### config.mk
export PLATFORM = sky130hd
export DESIGN_NAME = psum_acc_ctrl
export DESIGN_NICKNAME = d
export VERILOG_FILES = /design/src/rtl/psum_acc_ctrl.sv
export SDC_FILE = /design/constraint.sdc
export NUM_CORES = 1
export LEC_CHECK = 0
export CAP_MARGIN = 20
export CORE_ASPECT_RATIO = 0.6
export CORE_MARGIN = 5
export CORE_UTILIZATION = 40
export DETAILED_ROUTE_END_ITERATION = 6
export PLACE_DENSITY = 0.78
export SLEW_MARGIN = 20
export SYNTH_ARGS = -nofsm -noshare
export SYNTH_HDL_FRONTEND = slang
export SYNTH_SLANG_ARGS = --single-unit
### constraint.sdc
create_clock -name clk -period 6.1 [get_ports clk]
set_input_delay 1.22 -clock clk [delete_from_list [all_inputs] [get_ports clk]]
set_output_delay 1.22 -clock clk [all_outputs]
set_load 0.02 [all_outputs]
### src/rtl/psum_acc_ctrl.sv
// psum_acc_ctrl: partial-sum accumulation controller for one PE.
// This block drives the PE's psum scratchpad port. For each output it:
//   1. accepts a job length,
//   2. loads the upstream psum into the scratchpad,
//   3. adds one signed product per cycle with a read-modify-write,
//   4. presents the result downstream and clears the scratchpad.
//
// Ports
//   clk, rst                      clock; synchronous active-high reset
//   cfg_valid/cfg_len/cfg_ready   job length handshake (accepted in IDLE)
//   ipsum_valid/data/ready        upstream psum handshake (accepted in LOAD)
//   prod_valid/data/ready         signed product stream (accepted in ACC)
//   spad_wen/wdata/ren/rdata      scratchpad port; rdata is combinational from ren
//   opsum_valid/data/ready        downstream psum handshake (OUT)
//   busy                          controller not idle
module psum_acc_ctrl #(
  parameter int PSUM_W = 24,
  parameter int PROD_W = 16,
  parameter int CNT_W  = 8
) (
  input  logic              clk,
  input  logic              rst,
  input  logic              cfg_valid,
  input  logic [CNT_W-1:0]  cfg_len,
  output logic              cfg_ready,
  input  logic              ipsum_valid,
  input  logic [PSUM_W-1:0] ipsum_data,
  output logic              ipsum_ready,
  input  logic              prod_valid,
  input  logic [PROD_W-1:0] prod_data,
  output logic              prod_ready,
  output logic              spad_wen,
  output logic [PSUM_W-1:0] spad_wdata,
  output logic              spad_ren,
  input  logic [PSUM_W-1:0] spad_rdata,
  output logic              opsum_valid,
  output logic [PSUM_W-1:0] opsum_data,
  input  logic              opsum_ready,
  output logic              busy
);

  typedef enum logic [1:0] {IDLE, LOAD, ACC, OUT} state_t;

  state_t            state, state_nxt;
  logic [CNT_W-1:0]  len, len_nxt;
  logic [CNT_W-1:0]  cnt, cnt_nxt;
  logic [PSUM_W-1:0] prod_ext;

  // Sign-extend the product to psum width. The add below wraps mod 2^PSUM_W.
  assign prod_ext = PSUM_W'(signed'(prod_data));

  always_ff @(posedge clk) begin
    if (rst) begin
      state <= IDLE;
      len   <= '0;
      cnt   <= '0;
    end else begin
      state <= state_nxt;
      len   <= len_nxt;
      cnt   <= cnt_nxt;
    end
  end

  always_comb begin
    state_nxt   = state;
    len_nxt     = len;
    cnt_nxt     = cnt;
    cfg_ready   = 1'b0;
    ipsum_ready = 1'b0;
    prod_ready  = 1'b0;
    spad_wen    = 1'b0;
    spad_wdata  = '0;
    spad_ren    = 1'b0;
    opsum_valid = 1'b0;
    opsum_data  = '0;
    busy        = (state != IDLE);

    case (state)
      IDLE: begin
        cfg_ready = 1'b1;
        if (cfg_valid) begin
          len_nxt   = cfg_len;
          cnt_nxt   = '0;
          state_nxt = LOAD;
        end
      end
      LOAD: begin
        ipsum_ready = 1'b1;
        if (ipsum_valid) begin
          spad_wen   = 1'b1;
          spad_wdata = ipsum_data;
          state_nxt  = (len != '0) ? ACC : OUT;
        end
      end
      ACC: begin
        // Read stays on all through ACC, so the old value is ready on the
        // same cycle a product arrives. This gives one product per cycle.
        prod_ready = 1'b1;
        spad_ren   = 1'b1;
        if (prod_valid) begin
          spad_wen   = 1'b1;
          spad_wdata = spad_rdata + prod_ext;
          // Test cnt against len-1 so cnt never wraps, even for len = max.
          if (cnt == len - CNT_W'(1)) begin
            cnt_nxt   = '0;
            state_nxt = OUT;
          end else begin
            cnt_nxt = cnt + CNT_W'(1);
          end
        end
      end
      OUT: begin
        spad_ren    = 1'b1;
        opsum_valid = 1'b1;
        opsum_data  = spad_rdata;
        if (opsum_ready) begin
          spad_wen   = 1'b1;   // wdata stays 0: clear the spad for the next job
          state_nxt  = IDLE;
        end
      end
      default: state_nxt = IDLE;
    endcase

    // All outputs are forced low during reset, even before the first edge
    // has pulled state back to IDLE.
    if (rst) begin
      cfg_ready   = 1'b0;
      ipsum_ready = 1'b0;
      prod_ready  = 1'b0;
      spad_wen    = 1'b0;
      spad_wdata  = '0;
      spad_ren    = 1'b0;
      opsum_valid = 1'b0;
      opsum_data  = '0;
      busy        = 1'b0;
    end
  end

endmodule

### Word-level counts from Yosys, hierarchy flattened

Index checks and enable logic that the tools add are counted.
Widths: inputs -> output; s select.

| word-level totals | value |
|---|---|
| memory bits (read-only) | 0 |
| output and inout port bits | 55 |
| bits of input ports | 78 |
| bits in writable memories | 0 |
| memories kept | 0 |
| logic and storage cells | 56 |
| register bits | 18 |
| bits in latches | 0 |

| cells by class | value |
|---|---|
| shift operators | 0 |
| add/sub/neg operators | 3 |
| multiply operators | 0 |
| bitwise operators | 0 |
| reductions and logical operators | 8 |
| mux-type cells | 33 |
| $lt $le $gt $ge | 0 |
| equal/unequal tests | 9 |
| divide/modulo/power cells | 0 |

Operator list:

| operator | count |
|---|---|
| $mux 24 | 5 |
| $pmux 24 s2 | 1 |
| $add 24x24->24 | 1 |
| $mux 8 | 3 |
| $mux 1 | 16 |
| $pmux 8 s2 | 1 |
| $mux 2 | 5 |
| $ne 2x2->1 const B | 5 |
| $add 8x1->8 const B | 1 |
| $eq 8x8->1 | 1 |
| $pmux 2 s4 | 1 |
| $reduce_bool 8->1 | 1 |
| $sub 8x1->8 const B | 1 |
| $reduce_and 5->1 | 1 |
| $eq 2x2->1 const B | 2 |
| $reduce_bool 2->1 | 2 |
| $pmux 1 s3 | 1 |
| $reduce_and 3->1 | 1 |
| $eq 2x1->1 const B | 1 |
| $logic_not 2->1 | 1 |
| $reduce_and 2->1 | 1 |
| $reduce_or 2->1 | 1 |

### Depth between registers and ports, before layout

| depth | value |
|---|---|
| depth after elaboration | 5 |
| gate-level depth with buffers | 10 |
| depth with buffers taken out | 8 |

### Least setup slack after synthesis

No wires, ideal clock.

| path | value |
|---|---|
| kind | input to output |
| start | input port prod_data[2] |
| end | output port spad_wdata[21] |
| required time | 4.880 ns |
| slack | 1.436 ns |
| arrival | 3.444 ns |
| cell stages on the path | 7 |
| path buffers | 0 |
| cells stage by stage | ha_1 > nand3_1 > o211ai_1 > a221oi_2 > o31ai_1 > nand3_1 > o311ai_0 |

| on the way | value |
|---|---|
| word-level cells in the longest chain between the ends | 4 |

RTL lines:

| element | line | RTL |
|---|---|---|
| start: declaration | 30 | `input logic [PROD_W-1:0] prod_data,` |
| $add 24x24->24 | 102 | `spad_wdata = spad_rdata + prod_ext;` |
| $mux 24 | 100 | `if (prod_valid) begin` |
| $pmux 24 s2 | 78 | `case (state)` |
| $mux 24 | 126 | `if (rst) begin` |
| end: declaration | 33 | `output logic [PSUM_W-1:0] spad_wdata,` |

Every way passes these cells.

### Worst setup path after layout

| path | value |
|---|---|
| start | input port spad_rdata[2] |
| end | output port spad_wdata[21] |

| on the way | value |
|---|---|
| word-level cells in the longest chain between the ends | 4 |

RTL lines:

| element | line | RTL |
|---|---|---|
| start: declaration | 35 | `input logic [PSUM_W-1:0] spad_rdata,` |
| $add 24x24->24 | 102 |  |
| $mux 24 | 100 |  |
| $pmux 24 s2 | 78 |  |
| $mux 24 | 126 |  |

Every way passes these cells.

==> flow_metrics.env <==
export IMPL_seq_area_um2=360
export IMPL_h_tree_depth=1
export IMPL_drv_cap=0
export IMPL_worstPathCellList="clkdlybuf4s50_1 > ha_1 > nand3_1 > o211ai_1 > a221oi_2 > o31ai_1 > nand3_1 > o311ai_0 > clkdlybuf4s50_1"
export IMPL_cts_hold_buffers=0
export IMPL_crit_start="spad_rdata[2]"
export IMPL_die_area_um2=9150
export IMPL_postSynthCellCount=412
export IMPL_cts_tree="yes"
export IMPL_row_count=24
export IMPL_start_util=0.406
export IMPL_grt_pass1_wl_mm=16.6
export IMPL_place_area_um2=4290
export IMPL_skew_ns=0.00187
export IMPL_rsz0062_at_grt="false"
export IMPL_diodes=0
export IMPL_grt_usage=0.215
export IMPL_layout_nets=643
export IMPL_yosys_area_top_type="ha_1"
export IMPL_syn_num_nets=520
export IMPL_post_synth_top_area_fraction=0.124
export IMPL_core_um2=7180
export IMPL_antenna_found_initial=0
export IMPL_drt_pass1_iterations=5
export IMPL_reg2reg_slack_ns=3.42
export IMPL_relSlewSlack=0.417
export IMPL_syn_cell_area_um2=2920
export IMPL_crit_fanout=5
export IMPL_synth_edf_count=0
export IMPL_drc=0
export IMPL_synth_cell_types=61
export IMPL_postSynth_asyncResetShare=0
export IMPL_fin_hold_ws_ns=0.502
export IMPL_cts_resized=0
export IMPL_stdcell_count=624
export IMPL_tightest_slew_ns=0.869
export IMPL_grt_max_degree=26
export IMPL_drive_gt1_frac=0.0450
export IMPL_timing_fmax_mhz=173
export IMPL_routed_via_density=5.76
export IMPL_postCtsSetupBuffers=0
export IMPL_ys_ff_latch=18
export IMPL_finalInstanceArea_um2=4360
export IMPL_criticalPathCategory="input port to output port"
export IMPL_die_y_um=76.1
export IMPL_setup_viol=0
export IMPL_avgRoutedWirePerCell_um=16.7
export IMPL_io_buffers=132
export IMPL_setup_tns_ns=0
export IMPL_final_util=0.608
export IMPL_place_congestion=0.925
export IMPL_worstRegToRegCells=8
export IMPL_clockRootBuffer="clkbuf_16"
export IMPL_critPathCapture="spad_wdata[21]"
export IMPL_crit_path_end_kind="output port"
export IMPL_p_per_area_nw_per_um2=197
export IMPL_avgSynthCellArea_um2=7.08
export IMPL_cp_slowest_cell="clkdlybuf4s50_1"
export IMPL_fin_crit_ns=5.79
export IMPL_final_hold_violation_count=0
export IMPL_cp_data_arrival_time_ns=4.57
export IMPL_fin_crit_sh=0.949
export IMPL_hpwl_mm=8.43
export IMPL_overflow=0
export IMPL_io_pins=133
export IMPL_insertion_delay_ns=0.25
export IMPL_cpPeakStageDelay_ns=0.72
export IMPL_min_path_type="register to register"
export IMPL_dp_cells=621
export IMPL_cts_clk_slew_worst_paths_ns=0.05
export IMPL_clk_path_buf_depth=2
export IMPL_outcome="completed"
export IMPL_p_leak_nw=1.69
export IMPL_ys_seq_area_frac=0.124
export IMPL_synth_area_top_cells="ha_1, dfxtp_1, nand2_1, and2_1, a21oi_1"
export IMPL_first_iter_violations=315
export IMPL_cts_sinks=18
export IMPL_grt_pass1_vias=3321
export IMPL_crit_required_ns=4.88
export IMPL_ir_worst_vdd_uv=105
export IMPL_final_max_slew_viol_count=0
export IMPL_fillers=658
export IMPL_whs_path_depth=2
export IMPL_rr_startpoint="state[0]"
export IMPL_wl_mm=10.4
export IMPL_start_kind="input port"
export IMPL_multi_input_area_um2=2410
export IMPL_cts_buffers=3
export IMPL_synth_ff_type="dfxtp_1"
export IMPL_ant_nets=0
export IMPL_reg2reg_to="cnt[6]"
export IMPL_area_growth_pct=49.7
export IMPL_die_w_um=120
export IMPL_dr_total_vias=3592
export IMPL_ys_warn_count=0
==> Yosys cell counts, types with 2 or more instances <==
master,count
nand3_1,20
xor2_1,15
mux2i_1,5
xnor2_1,14
a32o_1,2
o21a_1,5
nand2b_1,7
a22oi_1,7
a31oi_1,4
nor4_1,4
nand3b_1,2
dfxtp_1,18
o211a_1,2
a31o_2,4
clkbuf_1,14
a221oi_2,2
nor3_1,7
a221oi_1,4
ha_1,29
buf_6,2
nor2b_1,4
inv_1,15
and4_1,2
o31ai_1,3
and2_1,26
nand4_1,5
o21ai_0,27
a21o_1,4
a311oi_1,2
or3_1,2
nor2_1,37
o21bai_1,3
a21oi_1,29
o211ai_1,3
a211oi_1,6
and3_1,8
nand2_1,45
==> power breakdown <==
group,internal [mW],switching (mW)
clock network,0.0863,0.0441
logic,0.249,0.322
registers,0.135,0.0252
==> worst max-delay path: cells and delay by family <==
kind	cells	cell delay [ns]
compound gates	4	1.57
fa+ha+maj	1	0.39
buf+inv	2	1.15
simple gates	2	0.23
==> per-layer routing <==
metal	share of wire	GRT usage	up-vias
li1	-	-	1748
met3	0.086	0.0408	13
met5	0	0	-
met4	0.0065	0.0238	0
met2	0.41	0.324	176
met1	0.50	0.325	1655
==> worst min path at each step <==
| stage | end | startpoint |
|---|---|---|
| after floorplan | len[7] | len[7] |
| after global placement | len[7] | len[7] |
| after detailed placement | len[1] | len[1] |
| after CTS | len[1] | len[1] |
| after global routing | len[1] | len[1] |
| final | len[1] | len[1] |
==> registers in the layout (all words and copies together), names as in the netlist <==
name   count
state      2
len        8
cnt        8
==> through the flow <==
stage / setup slack, ns / power (mW)
4_1_cts: 0.423 / 0.857
5_1_grt: 0.101 / 0.922
6_report: 0.311 / 0.862
3_3_place_gp: 0.491 / 0.709
2_1_floorplan: 1.44 / 0.528
3_5_place_dp: 0.452 / 0.722
==> cells by family (layout without fill, tap and decap cells) <==
family | Yosys count | in the layout | share of synthesized area
AOI/OAI and AO/OA | 121 | 121 | 0.284
xor gates and xnor gates | 29 | 29 | 0.0871
adders and majority gates | 30 | 30 | 0.131
buffers and inverters | 33 | 154 | 0.0511
DFF | 18 | 18 | 0.124
muxes | 5 | 5 | 0.0172
and+or+nand+nor | 176 | 176 | 0.306
==> cells in the final DEF, fill, tap and decap left out, types with 3 or more instances in the layout <==
master           netlist  final
nor3_1                 7      7
xnor2_1               14     14
a21o_1                 4      4
o211ai_1               3      3
nand3_1               20     20
a31o_2                 4      4
o21ai_0               27     27
buf_4                  0      4
dfxtp_1               18     18
and3_1                 8      8
o31ai_1                3      3
nand2b_1               7      7
a21oi_1               29     29
o21bai_1               3      3
a211oi_1               6      6
nand4_1                5      5
a221oi_1               4      4
nor2b_1                4      4
clkbuf_16              0      3
a22oi_1                7      7
o21a_1                 5      5
nor2_1                37     37
clkdlybuf4s50_1        0    132
a31oi_1                4      4
nor4_1                 4      4
inv_1                 15     15
and2_1                26     26
ha_1                  29     29
nand2_1               45     45
mux2i_1                5      5
xor2_1                15     15
==> final cells by class <==
cell class | instances | area share
flip-flops and latches | 18 | 0.0826
well taps | 91 | 0.0261
inverters | 15 | 0.0129
repair buffers | 136 | 0.310
multi-input cells | 361 | 0.551
clock buffers | 3 | 0.0172
Note: power is estimated with default switching activity, not from simulation.
